$ cat config.mk
export PLATFORM = sky130hd
export DESIGN_NAME = pulse_train_gen
export DESIGN_NICKNAME = d
export VERILOG_FILES = /design/src/rtl/pulse_train_gen_pkg.sv /design/src/rtl/pulse_phase_timer.sv /design/src/rtl/pulse_train_gen.sv
export SDC_FILE = /design/constraint.sdc
export NUM_CORES = 1
export LEC_CHECK = 0
export BUFFER_PORTS_ARGS = -buffer_cell sky130_fd_sc_hd__buf_2
export CAP_MARGIN = 30
export CORE_ASPECT_RATIO = 0.6
export CORE_MARGIN = 5
export CORE_UTILIZATION = 30
export CTS_CLUSTER_DIAMETER = 120
export DETAILED_ROUTE_END_ITERATION = 6
export HOLD_SLACK_MARGIN = 0.06
export PLACE_DENSITY = 0.45
export SETUP_SLACK_MARGIN = 0.4
export SLEW_MARGIN = 10
export SYNTH_ARGS = -nofsm -noshare
export SYNTH_HDL_FRONTEND = slang
export SYNTH_SLANG_ARGS = --single-unit
$ cat constraint.sdc
create_clock -name clk -period 8.5 [get_ports clk]
set_input_delay 1.275 -clock clk [delete_from_list [all_inputs] [get_ports clk]]
set_output_delay 1.275 -clock clk [all_outputs]
set_load 0.02 [all_outputs]
$ cat src/rtl/pulse_train_gen_pkg.sv
// Shared definitions for the pulse-train generator and its counter-side checker.
package pulse_train_gen_pkg;

    localparam int unsigned CNT_W_DEF = 32;
    localparam int unsigned DUR_W_DEF = 16;

    typedef enum logic [1:0] {
        ST_IDLE = 2'd0,
        ST_HIGH = 2'd1,
        ST_LOW  = 2'd2,
        ST_FIN  = 2'd3
    } pt_state_e;

endpackage

$ cat src/rtl/pulse_phase_timer.sv
// Loadable down-counter timing one HIGH or LOW phase; expired marks the last phase cycle.
module pulse_phase_timer #(
    parameter int unsigned W = 16
) (
    input  logic         clk,
    input  logic         rst,
    input  logic         load,
    input  logic [W-1:0] value,
    output logic         expired
);

    logic [W-1:0] cnt;
    logic [W-1:0] cnt_nxt;

    // Saturating decrement; a load overrides the count.
    always_comb begin
        cnt_nxt = cnt;
        if (load) begin
            cnt_nxt = value;
        end else if (cnt != '0) begin
            cnt_nxt = cnt - W'(1);
        end
    end

    // expired is registered alongside the count so it is valid in the cycle the count is 0.
    always_ff @(posedge clk or negedge rst) begin
        if (!rst) begin
            cnt     <= '0;
            expired <= 1'b1;
        end else begin
            cnt     <= cnt_nxt;
            expired <= (cnt_nxt == '0);
        end
    end

endmodule

$ cat src/rtl/pulse_train_gen.sv
// Burst generator: emits pulse_count high pulses of programmable high/low width with a start/busy/done handshake.
module pulse_train_gen
    import pulse_train_gen_pkg::*;
#(
    parameter int unsigned CNT_W = CNT_W_DEF,
    parameter int unsigned DUR_W = DUR_W_DEF
) (
    input  logic             clk,
    input  logic             rst,
    input  logic             start,
    input  logic             abort,
    input  logic [CNT_W-1:0] pulse_count,
    input  logic [DUR_W-1:0] high_cycles,
    input  logic [DUR_W-1:0] low_cycles,
    output logic             pulse_out,
    output logic             busy,
    output logic             done,
    output logic [CNT_W-1:0] sent
);

    pt_state_e        state;
    logic [CNT_W-1:0] cfg_count;
    logic [DUR_W-1:0] cfg_high;
    logic [DUR_W-1:0] cfg_low;
    logic [CNT_W-1:0] sent_inc;
    logic             accept;
    logic             phase_end;
    logic             timer_load;
    logic [DUR_W-1:0] timer_value;

    // Zero durations behave as one cycle; the timer counts target-1 down to 0.
    function automatic logic [DUR_W-1:0] phase_load(input logic [DUR_W-1:0] d);
        return (d == '0) ? '0 : d - DUR_W'(1);
    endfunction

    assign sent_inc = sent + CNT_W'(1);
    assign accept   = start && !abort;

    // Timer load on every entry into HIGH or LOW.
    always_comb begin
        timer_load  = 1'b0;
        timer_value = phase_load(cfg_high);
        case (state)
            ST_IDLE: begin
                if (accept && pulse_count != '0) begin
                    timer_load  = 1'b1;
                    timer_value = phase_load(high_cycles);
                end
            end
            ST_HIGH: begin
                if (!abort && phase_end && sent_inc != cfg_count) begin
                    timer_load  = 1'b1;
                    timer_value = phase_load(cfg_low);
                end
            end
            ST_LOW: begin
                if (!abort && phase_end) begin
                    timer_load  = 1'b1;
                    timer_value = phase_load(cfg_high);
                end
            end
            default: ;
        endcase
    end

    pulse_phase_timer #(
        .W (DUR_W)
    ) u_timer (
        .clk     (clk),
        .rst     (rst),
        .load    (timer_load),
        .value   (timer_value),
        .expired (phase_end)
    );

    // Burst FSM with registered outputs and sent counter.
    always_ff @(posedge clk or negedge rst) begin
        if (!rst) begin
            state     <= ST_IDLE;
            cfg_count <= '0;
            cfg_high  <= '0;
            cfg_low   <= '0;
            pulse_out <= 1'b0;
            busy      <= 1'b0;
            done      <= 1'b0;
            sent      <= '0;
        end else begin
            done <= 1'b0;
            case (state)
                ST_IDLE: begin
                    if (accept) begin
                        cfg_count <= pulse_count;
                        cfg_high  <= high_cycles;
                        cfg_low   <= low_cycles;
                        sent      <= '0;
                        if (pulse_count != '0) begin
                            state     <= ST_HIGH;
                            pulse_out <= 1'b1;
                            busy      <= 1'b1;
                        end else begin
                            state <= ST_FIN;
                            done  <= 1'b1;
                        end
                    end
                end
                ST_HIGH: begin
                    if (abort) begin
                        state     <= ST_IDLE;
                        pulse_out <= 1'b0;
                        busy      <= 1'b0;
                    end else if (phase_end) begin
                        sent      <= sent_inc;
                        pulse_out <= 1'b0;
                        if (sent_inc == cfg_count) begin
                            state <= ST_FIN;
                            busy  <= 1'b0;
                            done  <= 1'b1;
                        end else begin
                            state <= ST_LOW;
                        end
                    end
                end
                ST_LOW: begin
                    if (abort) begin
                        state <= ST_IDLE;
                        busy  <= 1'b0;
                    end else if (phase_end) begin
                        state     <= ST_HIGH;
                        pulse_out <= 1'b1;
                    end
                end
                default: begin
                    state     <= ST_IDLE;
                    pulse_out <= 1'b0;
                    busy      <= 1'b0;
                end
            endcase
        end
    end

endmodule

======== After elaboration in Yosys (flattened, before gate mapping) ========
Cells that the tools add are included.
word-level totals
  RAM bits ................................ 0
  memories kept ........................... 0
  word-level logic and storage cells ...... 89
  bits in read-only memories .............. 0
  input port bits ......................... 68
  latch bits .............................. 0
  flip-flop bits (word level) ............. 118
operators by class
  add/sub/neg operators ................... 5
  shifts and indexed selects .............. 0
  bitwise operators ....................... 0
  equal/unequal tests ..................... 14
  div/mod/pow operators ................... 0
  reductions and logical operators ........ 18
  multipliers ............................. 0
  multiplexer cells ....................... 42
  magnitude comparators ................... 0
operators by type and width
  operator                                            number
  2-to-1 mux 16 bit                                   7
  2-to-1 mux 32 bit                                   3
  zero test 16 bit                                    4
  one-hot mux 32 bit (2 select lines)                 1
  subtractor 16 x 1 -> 16 bit, second input constant  4
  adder 32 x 1 -> 32 bit, second input constant       1
  == test 32 bit                                      1
  != test 32 bit                                      1
  one-hot mux 16 bit (2 select lines)                 1
  nonzero test 32 bit                                 1
  2-to-1 mux 1 bit                                    19
  nonzero test 16 bit                                 1
  2-to-1 mux 2 bit                                    6
  != test 2 bit, second input constant                5
  AND reduction 5 bit                                 2
  one-hot mux 1 bit (3 select lines)                  3
  != test 3 x 2 -> 1 bit, second input constant       2
  one-hot mux 2 bit (3 select lines)                  1
  logical AND 1 bit                                   4
  != test 2 x 1 -> 1 bit, second input constant       2
  AND reduction 4 bit                                 1
  != test 3 bit, second input constant                1
  AND reduction 3 bit                                 1
  == test 2 x 1 -> 1 bit, second input constant       1
  6 further kinds                                     6

======== Logic depth before layout (Yosys ltp) ========
  depth after elaboration ................. 7
  depth in mapped cells ................... 15

======== By module ========
Synthesis repeated with hierarchy kept, for this count alone.
second synthesis, totals
  cell total of the unflattened synthesis .. 944
  area, all modules ....................... 8304.2 um^2
by module, submodules not included
  module             cells an instance  times used  area an instance (um^2)  sequential area each (um^2)
  pulse_train_gen    818                1           7186.9                   2527.4
  pulse_phase_timer  126                1           1117.3                   426.7

======== Worst setup path after synthesis ========
Ideal clock, no wire load.
  kind .................................... reg-to-reg
  start ................................... reg sent[0]
  end ..................................... reg u_timer.expired
  arrival time ............................ 4176 ps
  library setup time ...................... 63 ps
  clock period less this slack ............ 4239 ps
  setup slack ............................. 4261 ps
  buffers on the path ..................... 1
  stages on the path, launching flop included .. 15
  path through ............................ dfrtp_1 -> ha_1 -> buf_2 -> nand2_1 -> or4_4 -> or4b_1 -> xnor2_1 -> a311oi_1 -> nand3_1 -> nor4b_4 -> mux2_2 -> a41oi_1 -> o2111ai_1 -> nor4b_1 -> and4b_1
between the ends
  word-level cells in the longest chain between the ends .. 7
ends and longest elaborated chain
  element                                                                                    RTL line                 RTL
  start, declared                                                                            pulse_train_gen.sv:18    output logic [CNT_W-1:0] sent
  start signal, assigned                                                                     pulse_train_gen.sv:112   sent <= sent_inc;
  adder 32 x 1 -> 32 bit (*)                                                                 pulse_train_gen.sv:36    assign sent_inc = sent + CNT_W'(1);
  != test 32 bit (*)                                                                         pulse_train_gen.sv:51    if (!abort && phase_end && sent_inc != cfg_count) begin
  logical AND 1 bit (*)                                                                      pulse_train_gen.sv:51
  2-to-1 mux 1 bit or 2-to-1 mux 16 bit (tied branches)                                      pulse_train_gen.sv:51
  one-hot mux 1 bit (3 select lines) or one-hot mux 16 bit (2 select lines) (tied branches)  pulse_train_gen.sv:43    case (state)
  2-to-1 mux 16 bit (*)                                                                      pulse_phase_timer.sv:18  if (load) begin
  zero test 16 bit (*)                                                                       pulse_phase_timer.sv:32  expired <= (cnt_nxt == '0);
  end signal, assigned                                                                       pulse_phase_timer.sv:32
  end, declared                                                                              pulse_phase_timer.sv:9   output logic expired
Every way passes the cells marked *; elsewhere a longest branch is shown, timed or not.
A chain may end at the register's enable or synchronous reset.

======== Worst setup path in the final report ========
Same ends and word-level chain as after synthesis.

==> flow_metrics.tcl <==
set metrics [dict create \
    outcome "finished clean" \
    final_util 0.3598 \
    area_growth_pct 19.19 \
    crit_fanout 18 \
    place_hpwl_mm 21.02 \
    cts-resized-gates 0 \
    p_per_area_nw_per_um2 228.3 \
    clk_latency_ns 0.45 \
    worstReg2RegStart "sent[0]" \
    grt_max_degree 72 \
    slew_headroom 0.3696 \
    core_um2 26130 \
    synth.area.top_cells "dfrtp_1, mux2_2, xnor2_1" \
    synth_edf_count 0 \
    hold_class "reg2reg" \
    final_nets 1046 \
    max_freq_ghz 0.1951 \
    dieArea_um2 29750 \
    setup_viol 0 \
    cts_root_buf "clkbuf_16" \
    hold_viol 0 \
    worst_slew_pin_slew_ns 0.9456 \
    required_ns 8.89 \
    initial_core_util 0.3019 \
    slew_violations 0 \
    final_layout_size_suffix_gt1_frac 0.2230 \
    min_from "busy" \
    end_kind "flop" \
    async_reset_ff_frac 1.000 \
    yosys.area.top_type "dfrtp_1" \
    ant_nets 0 \
    ys_seq_area_frac 0.3745 \
    synth.distinct_cells 69 \
    final_common_cell "dfrtp_1" \
    drcViolationCount 0 \
    cts_inserted_buffers 17 \
    grt_pass1_wl_mm 43.33 \
    gp_congestion 0.8953 \
    cts.sinks 118 \
    yosys_register_bits 118 \
    cts_setup_buffers 0 \
    final.period_utilization 0.6031 \
    synth_area_per_cell_um2 8.924 \
    finClkSkew_ns 0.01130 \
    grt_use_total 0.1930 \
    wl_mm 27.91 \
    dr_total_vias 7224 \
    io_buffers 102 \
    diodes 0 \
    vdd_drop_max_uv 94.73 \
    synth.top_cell.area_share 0.3711 \
    critPathLaunch "sent[0]" \
    arrival_ns 5.51 \
    ys_warn_count 0 \
    place_ws_ns 3.504 \
    cts_buffer_depth 2 \
    die_y_um 135.6 \
    synth_flop_cell "dfrtp_1" \
    synthCells 884 \
    p_leak_nw 3.795 \
    syn_area_um2 7889 \
    routed_via_density 5.383 \
    num_io_pins 103 \
    cts.clk_slew.worst_paths_ns 0.06 \
    min_period_ns 5.126 \
    maxCapViolations 0 \
    grt_pass1_vias 6762 \
    startpoint_type "flop" \
    firstDrtPassIters 5 \
    antenna_found_initial 1 \
    fin_ws_ns 3.374 \
    cts.htree.levels 4 \
    num_rows 46 \
    fillers 2761 \
    drt_iter0_drc 643 \
    rsz0062_at_grt "false" \
    syn-num-nets 961 \
    hold_buffers 0 \
    setup_tns_ns 0 \
    finalNonFillerCells 1342 \
    dp_cells 1308 \
    criticalPathCategory "reg2reg" \
    tritoncts "yes" \
    die_w_um 219.4 \
    final_cell_mix "dfrtp_1, buf_2, nor2_1" \
    grt_overflow_total 0 \
    wl_per_cell_um 20.80 \
]
==> state kept, by name, summed over array words and instances (netlist names) <==
register,count
state,2
pulse_out,1
cfg_high,16
busy,1
u_timer.expired,1
done,1
cfg_low,16
u_timer.cnt,16
cfg_count,32
sent,32
==> routing by layer <==
layer / up-vias / wire [um] / share of wire / GRT usage
li1: 3387 / - / - / -
met1: 3533 / 15140 / 0.54 / 0.3231
met2: 278 / 9997 / 0.36 / 0.2260
met3: 24 / 2392 / 0.086 / 0.05629
met4: 2 / 359 / 0.013 / 0.05263
met5: - / 19 / 0.00068 / 0
==> synth_stat cells, types with 11 or more instances <==
cell type	number
xnor2_1	59
nor2_1	91
nor4_1	29
inv_1	21
a21oi_1	33
nor3_1	34
nand2_1	72
xor2_1	41
mux2_2	61
o21ai_0	60
nand2b_1	11
dfrtp_1	117
clkbuf_1	34
buf_2	11
nand4_1	13
or3_1	14
nand3_1	31
==> cells by family (layout without fill, tap and decap cells) <==
| family | after synthesis | in the layout | synth area share |
|---|---|---|---|
| xor+xnor | 100 | 100 | 0.1110 |
| mux | 69 | 69 | 0.09722 |
| fa+ha+maj | 9 | 9 | 0.01427 |
| simple gates | 353 | 353 | 0.2341 |
| compound gates | 166 | 166 | 0.1334 |
| buf+inv | 69 | 167 | 0.03553 |
| flops | 118 | 118 | 0.3745 |
==> metrics by stage <==
step	hold slack, ns	instance area [um^2]	total power, mW
global placement	0.5031	8726	1.349
finish	0.5114	9403	2.146
detailed placement	0.5115	8737	1.340
CTS	0.5235	9378	2.157
global route	0.5489	9403	2.260
floorplan	0.4907	7889	1.151
==> worst max-delay path: stages, from the launching register on <==
cell	delay (ns)
dfrtp_1	0.45
ha_1	0.35
nand2_1	0.27
or4_4	0.59
or4b_1	0.59
xnor2_1	0.21
a311oi_1	0.39
nand3_1	0.21
nor4b_4	0.29
buf_4	0.30
mux2_2	0.36
a41oi_1	0.25
o2111ai_1	0.17
nor4b_1	0.37
and4b_1	0.24
==> power by group <==
group,total [mW],internal (mW),switching (mW)
clock,0.803,0.514,0.289
combinational,0.539,0.245,0.294
sequential,0.804,0.680,0.124
total,2.15,1.44,0.708
==> layout make-up <==
class / count / area (um^2) / area share
multi-input combinational: 697 / 4662 / 0.4958
sequential: 118 / 2954 / 0.3142
timing repair buffer: 114 / 616.8 / 0.06560
clock buffer: 21 / 470.5 / 0.05003
tap: 360 / 450.4 / 0.04790
clock inverter: 11 / 170.2 / 0.01810
inverter: 21 / 78.83 / 0.008383
==> path summary, 6_finish.rpt <==
kind | end | slack, ns | cells past startpoint
min in group asynchronous | sent[29] | 0.76 | 1
max in group asynchronous | cfg_low[7] | 6.40 | 3
hold / removal | busy | 0.51 | 2
hold reg to reg | busy | 0.51 | 2
setup reg to reg | u_timer.expired | 3.37 | 14
setup / recovery | u_timer.expired | 3.37 | 14
Note: power is estimated with default switching activity, not from simulation.
